--- config.mk ---
export PLATFORM = sky130hd
export DESIGN_NAME = jtsdram_rdcheck_flat
export DESIGN_NICKNAME = d
export VERILOG_FILES = /design/src/rtl/jtsdram_rdcheck_if.sv /design/src/rtl/jtsdram_rdcheck.sv /design/src/flat_wrapper.sv
export SDC_FILE = /design/constraint.sdc
export NUM_CORES = 1
export LEC_CHECK = 0
export CAP_MARGIN = 20
export CORE_MARGIN = 2
export CORE_UTILIZATION = 50
export CTS_BUF_LIST = sky130_fd_sc_hd__clkbuf_16
export CTS_CLUSTER_DIAMETER = 50
export DETAILED_ROUTE_END_ITERATION = 7
export PLACE_DENSITY = 0.77
export SYNTH_ARGS = -nofsm -noshare
export SYNTH_HDL_FRONTEND = slang
export SYNTH_SLANG_ARGS = --single-unit
--- constraint.sdc ---
create_clock -name clk -period 6.05 [get_ports clk]
set_input_delay 1.21 -clock clk [delete_from_list [all_inputs] [get_ports clk]]
set_output_delay 1.21 -clock clk [all_outputs]
set_load 0.01 [all_outputs]
--- src/rtl/jtsdram_rdcheck_if.sv ---
// ---------------------------------------------------------------------------
// jtsdram_rdcheck_if
//   SDRAM read-port bundle between the read checker and the SDRAM controller.
//
//   addr  [AW-1:0]  read address, stable while rd is high
//   rd              read request, held until ack
//   ack             request accepted by the controller
//   dst             read data strobe, qualifies din
//   din   [15:0]    read data
//
//   master : the checker (drives addr/rd, receives ack/dst/din)
//   slave  : the controller or a memory model
// ---------------------------------------------------------------------------
interface jtsdram_rdcheck_if #(
    parameter int unsigned AW = 22
) ();
    logic [AW-1:0] addr;
    logic          rd;
    logic          ack;
    logic          dst;
    logic [15:0]   din;

    modport master (
        output addr, rd,
        input  ack, dst, din
    );

    modport slave (
        input  addr, rd,
        output ack, dst, din
    );
endinterface

--- src/rtl/jtsdram_rdcheck.sv ---
// ---------------------------------------------------------------------------
// jtsdram_rdcheck
//   Read-side verifier for the SDRAM test core. Walks addresses 0..LAST,
//   issues one read per address, regenerates the pattern writer's 16-bit
//   Galois LFSR sequence and compares every returned word against it.
//
//   Parameters
//     AW    address width
//     LAST  final address checked in a pass (inclusive)
//     SEED  LFSR seed, must match the writer (0 is replaced by 1)
//     TOUT  cycles to wait for a data strobe after ack
//
//   Ports
//     clk       system clock
//     rst_n     asynchronous active-low reset
//     start     begin a pass (only looked at while idle)
//     clr       clear bad / err_cnt / err_addr (any state, beats a new error)
//     bus       SDRAM read port (master side)
//     busy      a pass is running
//     done      one-cycle pulse at the end of a pass
//     bad       sticky mismatch/timeout flag
//     err_cnt   errors seen, saturating at 255
//     err_addr  address of the first error since clr/reset
//     pass_cnt  completed passes, wraps
// ---------------------------------------------------------------------------
module jtsdram_rdcheck #(
    parameter int unsigned     AW   = 22,
    parameter logic [AW-1:0]   LAST = 22'h3FFFFF,
    parameter logic [15:0]     SEED = 16'hACE1,
    parameter logic [7:0]      TOUT = 8'd255
) (
    input  logic                  clk,
    input  logic                  rst_n,
    input  logic                  start,
    input  logic                  clr,
    jtsdram_rdcheck_if.master     bus,
    output logic                  busy,
    output logic                  done,
    output logic                  bad,
    output logic [7:0]            err_cnt,
    output logic [AW-1:0]         err_addr,
    output logic [7:0]            pass_cnt
);

    typedef enum logic [2:0] {
        IDLE,
        REQ,
        WAIT,
        NEXT,
        DONE
    } state_t;

    // An all-zero seed would lock the LFSR at zero.
    localparam logic [15:0] SEED_EFF = (SEED == 16'h0000) ? 16'h0001 : SEED;

    state_t      state;
    logic [15:0] lfsr;
    logic [7:0]  tout;
    logic        chk_en;
    logic        tmo;
    logic        err_ev;

    // Galois step for x^16+x^14+x^13+x^11+1.
    function automatic logic [15:0] lfsr_next(input logic [15:0] v);
        return (v >> 1) ^ (v[0] ? 16'hB400 : 16'h0000);
    endfunction

    function automatic logic [7:0] sat_inc(input logic [7:0] v);
        return (v == 8'hFF) ? v : v + 8'd1;
    endfunction

    // A strobe only counts while a read is outstanding: together with ack in
    // REQ, or in WAIT. Once the timeout has fired the FSM is in NEXT, so a
    // late strobe falls through to no compare.
    always_comb begin
        chk_en = 1'b0;
        tmo    = 1'b0;
        case (state)
            REQ:  chk_en = bus.ack & bus.dst;
            WAIT: begin
                chk_en = bus.dst;
                tmo    = !bus.dst && (tout == TOUT - 8'd1);
            end
            default: ;
        endcase
        err_ev = (chk_en && (bus.din != lfsr)) || tmo;
    end

    always_ff @(posedge clk or negedge rst_n) begin
        if (!rst_n) begin
            state    <= IDLE;
            bus.addr <= '0;
            bus.rd   <= 1'b0;
            busy     <= 1'b0;
            done     <= 1'b0;
            bad      <= 1'b0;
            err_cnt  <= 8'd0;
            err_addr <= '0;
            pass_cnt <= 8'd0;
            lfsr     <= SEED_EFF;
            tout     <= 8'd0;
        end else begin
            done <= 1'b0;
            case (state)
                IDLE: begin
                    if (start) begin
                        bus.addr <= '0;
                        lfsr     <= SEED_EFF;
                        busy     <= 1'b1;
                        bus.rd   <= 1'b1;
                        state    <= REQ;
                    end
                end
                REQ: begin
                    if (bus.ack) begin
                        bus.rd <= 1'b0;
                        tout   <= 8'd0;
                        // Data in the ack cycle was already checked above.
                        state  <= bus.dst ? NEXT : WAIT;
                    end
                end
                WAIT: begin
                    tout <= tout + 8'd1;
                    if (bus.dst || tmo)
                        state <= NEXT;
                end
                NEXT: begin
                    lfsr <= lfsr_next(lfsr);
                    if (bus.addr == LAST) begin
                        done  <= 1'b1;
                        state <= DONE;
                    end else begin
                        bus.addr <= bus.addr + AW'(1);
                        bus.rd   <= 1'b1;
                        state    <= REQ;
                    end
                end
                DONE: begin
                    pass_cnt <= pass_cnt + 8'd1;
                    busy     <= 1'b0;
                    state    <= IDLE;
                end
                default: state <= IDLE;
            endcase

            // clr beats a simultaneous error; that error is dropped.
            if (clr) begin
                bad      <= 1'b0;
                err_cnt  <= 8'd0;
                err_addr <= '0;
            end else if (err_ev) begin
                bad     <= 1'b1;
                err_cnt <= sat_inc(err_cnt);
                if (err_cnt == 8'd0)
                    err_addr <= bus.addr;
            end
        end
    end

endmodule

--- src/flat_wrapper.sv ---
// flat-port wrapper written by rule: the top's interface ports become plain ports
module jtsdram_rdcheck_flat 
#(
    parameter int unsigned     AW   = 22,
    parameter logic [AW-1:0]   LAST = 22'h3FFFFF,
    parameter logic [15:0]     SEED = 16'hACE1,
    parameter logic [7:0]      TOUT = 8'd255
)
  (clk, rst_n, start, clr, busy, done, bad, err_cnt, err_addr, pass_cnt, bus_addr, bus_rd, bus_ack, bus_dst, bus_din);
  jtsdram_rdcheck_if #(.AW(AW)) bus_i ();
  input  logic clk;
  input  logic rst_n;
  input  logic start;
  input  logic clr;
  output logic busy;
  output logic done;
  output logic bad;
  output logic [7:0] err_cnt;
  output logic [AW-1:0] err_addr;
  output logic [7:0] pass_cnt;
  output wire logic [$bits(bus_i.addr)-1:0] bus_addr;
  output wire logic [$bits(bus_i.rd)-1:0] bus_rd;
  input wire logic [$bits(bus_i.ack)-1:0] bus_ack;
  input wire logic [$bits(bus_i.dst)-1:0] bus_dst;
  input wire logic [$bits(bus_i.din)-1:0] bus_din;
  assign bus_addr = bus_i.addr;
  assign bus_rd = bus_i.rd;
  assign bus_i.ack = bus_ack;
  assign bus_i.dst = bus_dst;
  assign bus_i.din = bus_din;
  jtsdram_rdcheck #(.AW(AW), .LAST(LAST), .SEED(SEED), .TOUT(TOUT)) u_core (.clk(clk), .rst_n(rst_n), .start(start), .clr(clr), .bus(bus_i), .busy(busy), .done(done), .bad(bad), .err_cnt(err_cnt), .err_addr(err_addr), .pass_cnt(pass_cnt));
endmodule
* Word-level counts from Yosys, hierarchy flattened
Cells that the tools add are included.
** Word-level totals
- Bits in registers :: 91
- Input bits :: 22
- Output and inout bits :: 64
- Word-level logic and storage cells :: 82
** Operators by class
- Add/sub/neg operators :: 4
- Equality and inequality tests :: 13
- Multiplexer cells :: 31
- Bitwise logic cells :: 2
- Reduce and logical (&&, ||, !) cells :: 21
** Operator list (number)
- $mux W22 :: 5
- $pmux W22 S2 :: 1
- $mux W16 :: 2
- $mux W8 :: 4
- $pmux W16 S2 :: 1
- $add A8 B1 Y8 const B :: 3
- $add A22 B1 Y22 const B :: 1
- $eq A22 B22 Y1 const B :: 1
- $eq A8 B8 Y1 const B :: 2
- $ne A16 B16 Y1 :: 1
- $pmux W8 S2 :: 1
- $xor A15 B16 Y16 :: 1
- $mux W3 :: 4
- $pmux W3 S4 :: 1
- $reduce_and A2 Y1 :: 5
- $reduce_bool A2 Y1 :: 5
- $mux W1 :: 9
- $logic_not A8 Y1 :: 1
- $ne A2 B2 Y1 const B :: 4
- $eq A3 B2 Y1 const B :: 2
- $reduce_and A3 Y1 :: 2
- $pmux W1 S2 :: 2
- $reduce_and A4 Y1 :: 1
- $eq A3 B1 Y1 const B :: 1
- 9 further kinds :: 11

* Logic depth before layout (Yosys ltp)
- Word-level depth :: 6
- Mapped depth :: 8
- Depth with buffers taken out :: 7

* Worst setup path before layout
OpenSTA, ideal clock, no wires.
- Path type :: input-to-reg
- Start point :: input bus_din[6]
- End point :: register u_core.err_addr[0]
- Library setup time :: 0.123 ns
- Arrival :: 2.421 ns
- Required time :: 5.927 ns
- Slack :: 3.506 ns
- Stages :: 6
- Path buffers :: 1
- Cells stage by stage :: xnor2_1 > nand4_1 > nor4_4 > o2bb2ai_4 > buf_12 > mux2i_1
** On the way
- Word-level cells in the longest chain between the ends :: 5
** RTL lines
- start, declared :: RTL line flat_wrapper.sv:25 : input wire logic [$bits(bus_i.din)-1:0] bus_din;
- $ne A16 B16 Y1 :: RTL line jtsdram_rdcheck.sv:86 : err_ev = (chk_en && (bus.din != lfsr)) || tmo;
- $logic_and A1 B1 Y1 :: RTL line jtsdram_rdcheck.sv:86
- $logic_or A1 B1 Y1 :: RTL line jtsdram_rdcheck.sv:86
- $reduce_bool A2 Y1 (no line)
- $reduce_and A2 Y1 (no line)
- end signal, assigned :: RTL line jtsdram_rdcheck.sv:155 : err_addr <= bus.addr;
- end, declared :: RTL line jtsdram_rdcheck.sv:41 : output logic [AW-1:0] err_addr,
No other way between the ends.
A chain may end at the register's enable or synchronous reset.

* Final worst setup path
- Start point :: input bus_ack
- End point :: register u_core.err_addr[20]
** On the way
- Word-level cells in the longest chain between the ends :: 6
** RTL lines
- start, declared :: RTL line flat_wrapper.sv:23 : input wire logic [$bits(bus_i.ack)-1:0] bus_ack;
- $and A1 B1 Y1 :: RTL line jtsdram_rdcheck.sv:79 : REQ: chk_en = bus.ack & bus.dst;
- $pmux W1 S2 :: RTL line jtsdram_rdcheck.sv:78 : case (state)
- $logic_and A1 B1 Y1 :: RTL line jtsdram_rdcheck.sv:86
- $logic_or A1 B1 Y1 :: RTL line jtsdram_rdcheck.sv:86
- $reduce_bool A2 Y1 (no line)
- $reduce_and A2 Y1 (no line)
No other way between the ends.

==> flow_metrics.env <==
export IMPL_status="completed"
export IMPL_clk_latency_ns=0.34
export IMPL_ctsHoldBuffers=0
export IMPL_root_buffer="clkbuf_16"
export IMPL_rr_worst_depth=7
export IMPL_vdd_drop_max_mv=0.214
export IMPL_rows=35
export IMPL_grt_max_degree=48
export IMPL_start_kind="primary input"
export IMPL_port_buffer_count=85
export IMPL_cp_end_kind="register"
export IMPL_pwr_share_seq=0.452
export IMPL_fin_crit_ns=3.37
export IMPL_final_common_cell="clkdlybuf4s50_1"
export IMPL_hold_viol_final=0
export IMPL_layout_common_cells="clkdlybuf4s50_1, dfrtp_1, nand2_1"
export IMPL_fin_nets=562
export IMPL_synth_net_count=486
export IMPL_die_area_um2=10200
export IMPL_cp_arrival_ns=3.62
export IMPL_dieWidth_um=101
export IMPL_crit_chain="clkdlybuf4s50_1 > nand4bb_1 > a21boi_4 > nand2_1 > o2bb2ai_4 > mux2i_1"
export IMPL_r2r_start="u_core.err_cnt[0]$_DFFE_PN0P_"
export IMPL_stdcell_count=650
export IMPL_cts_resized=0
export IMPL_fp_dieH_um=101
export IMPL_regArea_um2=2290
export IMPL_hold_class="reg -> reg"
export IMPL_intPower_mw=1.19
export IMPL_initial_core_util=0.513
export IMPL_routedWlPerCell_um=16.4
export IMPL_area_delta_synth_final_pct=24.5
export IMPL_reg2reg_to="u_core.err_addr[20]$_DFFE_PN0P_"
export IMPL_fill_cells=708
export IMPL_remaining_drc_errors=0
export IMPL_cp_required_ns=6.30
export IMPL_worst_slew_pin_slew_ns=0.887
export IMPL_critPathMaxStageDelay_ns=0.72
export IMPL_cp_slowest_cell="o2bb2ai_4"
export IMPL_drt_initial_drc_count=267
export IMPL_power_leakage_nw=2.42
export IMPL_grtUsageTotal=0.218
export IMPL_min_from="u_core.pass_cnt[7]$_DFFE_PN0P_"
export IMPL_ys_seq_area_frac=0.487
export IMPL_drv_cap=0
export IMPL_powerDensity_nw_per_um2=303
export IMPL_antennaDiodeCount=0
export IMPL_dpl_cell_count=634
export IMPL_cts_buffer_depth=2
export IMPL_grt_first_pass_wirelength_um=17600
export IMPL_antenna_found_initial=0
export IMPL_synth_edff_count=0
export IMPL_dr_pass1_iters=4
export IMPL_max_slew_margin=0.408
export IMPL_numClockSinks=91
export IMPL_cts_tree="built"
export IMPL_gp_congestion=0.872
export IMPL_finalSetupTns_ns=0
export IMPL_rrSetupSlack_ns=3.38
export IMPL_yosysWarnings=0
export IMPL_grt_overflow=0
export IMPL_clock_fmax_mhz=297
export IMPL_synthCells=458
export IMPL_netlist_area_um2=4690
export IMPL_hpwlAfterDp_um=7410
export IMPL_switching_share=0.328
export IMPL_rsz0062_at_grt="false"
export IMPL_critical_path_max_fanout=22
export IMPL_via_count=3697
export IMPL_syn_avg_cell_area_um2=10.2
export IMPL_finalSetupViolCount=0
export IMPL_multi_input_area_um2=2240
export IMPL_maxSlewViolCount=0
export IMPL_clkSlewWorstSetupHoldPaths_ns=0.06
export IMPL_ys_async_sr_fraction=1.00
export IMPL_clkPwrFrac=0.292
export IMPL_fp_coreArea_um2=9150
export IMPL_drive_above_1_share=0.0779
export IMPL_synth_seq_cells=91
export IMPL_fin_worst_skew_ns=0.00774
export IMPL_path_class="in -> reg"
export IMPL_htreeDepth=3
export IMPL_drtAntennaViolNets=0
export IMPL_worstHoldPathCells=1
export IMPL_cts_setup_buffers=0
export IMPL_p_comb_frac=0.256
export IMPL_yosysUniqueCellTypes=55
export IMPL_synth_flop_cell="dfrtp_1"
export IMPL_cts_buffers=9
export IMPL_vias_per_cell=5.69
export IMPL_grt_pass1_vias=3647
export IMPL_totalWireLength_um=10600
export IMPL_net_switching_power_mw=0.580
export IMPL_ioPinCount=86
export IMPL_hold_path_end="u_core.pass_cnt[7]$_DFFE_PN0P_"
export IMPL_fin_crit_sh=0.556
## power by group through the flow
stage / registers (mW) / logic [mW] / clock network (mW)
CTS: 0.798 / 0.461 / 0.527
detailed placement: 0.809 / 0.456 / 0
global route: 0.812 / 0.500 / 0.551
floorplan: 0.777 / 0.367 / 0
finish: 0.800 / 0.454 / 0.516
global placement: 0.806 / 0.439 / 0
## worst max-delay path by stage
stage | slack, ns | end | start
2_1_floorplan | 3.51 | u_core.err_addr[0]$_DFFE_PN0P_ | bus_din[6]
3_3_place_gp | 2.46 | u_core.err_addr[12]$_DFFE_PN0P_ | bus_ack
3_5_place_dp | 2.33 | u_core.err_addr[6]$_DFFE_PN0P_ | bus_ack
4_1_cts | 2.65 | u_core.err_addr[20]$_DFFE_PN0P_ | bus_ack
5_1_grt | 2.47 | u_core.err_addr[20]$_DFFE_PN0P_ | bus_ack
6_report | 2.68 | u_core.err_addr[20]$_DFFE_PN0P_ | bus_ack
## Yosys cell counts (2+ instances only)
| cell type | number | area (um^2) |
|---|---|---|
| nor3_1 | 9 | 45.0 |
| and3_1 | 11 | 68.8 |
| or4_1 | 3 | 22.5 |
| o22a_1 | 6 | 52.6 |
| o211ai_1 | 11 | 82.6 |
| buf_12 | 2 | 40.0 |
| nand2_1 | 80 | 300 |
| nor2b_1 | 8 | 50.1 |
| buf_4 | 2 | 15.0 |
| o31ai_1 | 6 | 45.0 |
| nor3b_1 | 3 | 22.5 |
| dfrtp_1 | 83 | 2080 |
| mux2i_1 | 25 | 250 |
| o21ai_0 | 19 | 95.1 |
| and4_1 | 4 | 35.0 |
| clkbuf_1 | 15 | 56.3 |
| xor2_1 | 8 | 70.1 |
| nor4_4 | 3 | 63.8 |
| a22o_1 | 7 | 61.3 |
| xnor2_1 | 29 | 254 |
| buf_2 | 2 | 10.0 |
| nor2_1 | 27 | 101 |
| dfstp_2 | 8 | 210 |
| inv_1 | 8 | 30.0 |
| nand4_1 | 9 | 56.3 |
| mux2_2 | 6 | 67.6 |
| nand3_1 | 24 | 120 |
| a21oi_1 | 4 | 20.0 |
| nor4_1 | 4 | 25.0 |
| or3_1 | 2 | 12.5 |
| ha_1 | 6 | 75.1 |
## per-stage QoR
step	power [mW]	worst slack [ns]	instance area, um^2	util	hold WS, ns
6_report	1.77	2.68	5840	0.638	0.501
3_5_place_dp	1.27	2.33	5560	0.608	0.488
2_1_floorplan	1.14	3.51	4690	-	0.457
5_1_grt	1.86	2.47	5840	0.638	0.525
4_1_cts	1.79	2.65	5840	0.638	0.505
3_3_place_gp	1.24	2.46	5560	0.608	0.472
## sequential cells by signal, summed over array words and instances (netlist names)
signal / count
u_core.bus.rd: 1
u_core.busy: 1
u_core.bus.addr: 22
u_core.pass_cnt: 8
u_core.err_addr: 22
u_core.lfsr: 16
u_core.state: 3
u_core.bad: 1
u_core.tout: 8
u_core.done: 1
u_core.err_cnt: 8
## kinds of logic after synthesis
kind of cell | count (synthesis) | synth area share
simple gates | 197 | 0.219
buf+inv | 30 | 0.0347
flops | 91 | 0.487
fa+ha+maj | 6 | 0.0160
compound gates | 65 | 0.103
xor+xnor | 37 | 0.0691
mux | 32 | 0.0701
## layer usage
metal / global-route usage / wire (um)
met1: 0.296 / 4780
met4: 0.0653 / 93
met3: 0.0520 / 518
met2: 0.351 / 5260
met5: 0 / 0
## critical path: cells and delay by family
| kind | cells | cell delay [ns] |
|---|---|---|
| AO/OA/AOI/OAI | 2 | 1.11 |
| buffers and inverters | 1 | 0.51 |
| multiplexers | 1 | 0.28 |
| AND/OR/NAND/NOR | 2 | 0.49 |
## cell type report
type | instances | area share
clock inverter | 7 | 0.00900
tap | 111 | 0.0238
timing repair buffer | 87 | 0.148
clock buffer | 9 | 0.0386
inverter | 8 | 0.00514
multi-input combinational | 337 | 0.384
sequential | 91 | 0.392
No activity file was read; power rests on OpenSTA's default activity.
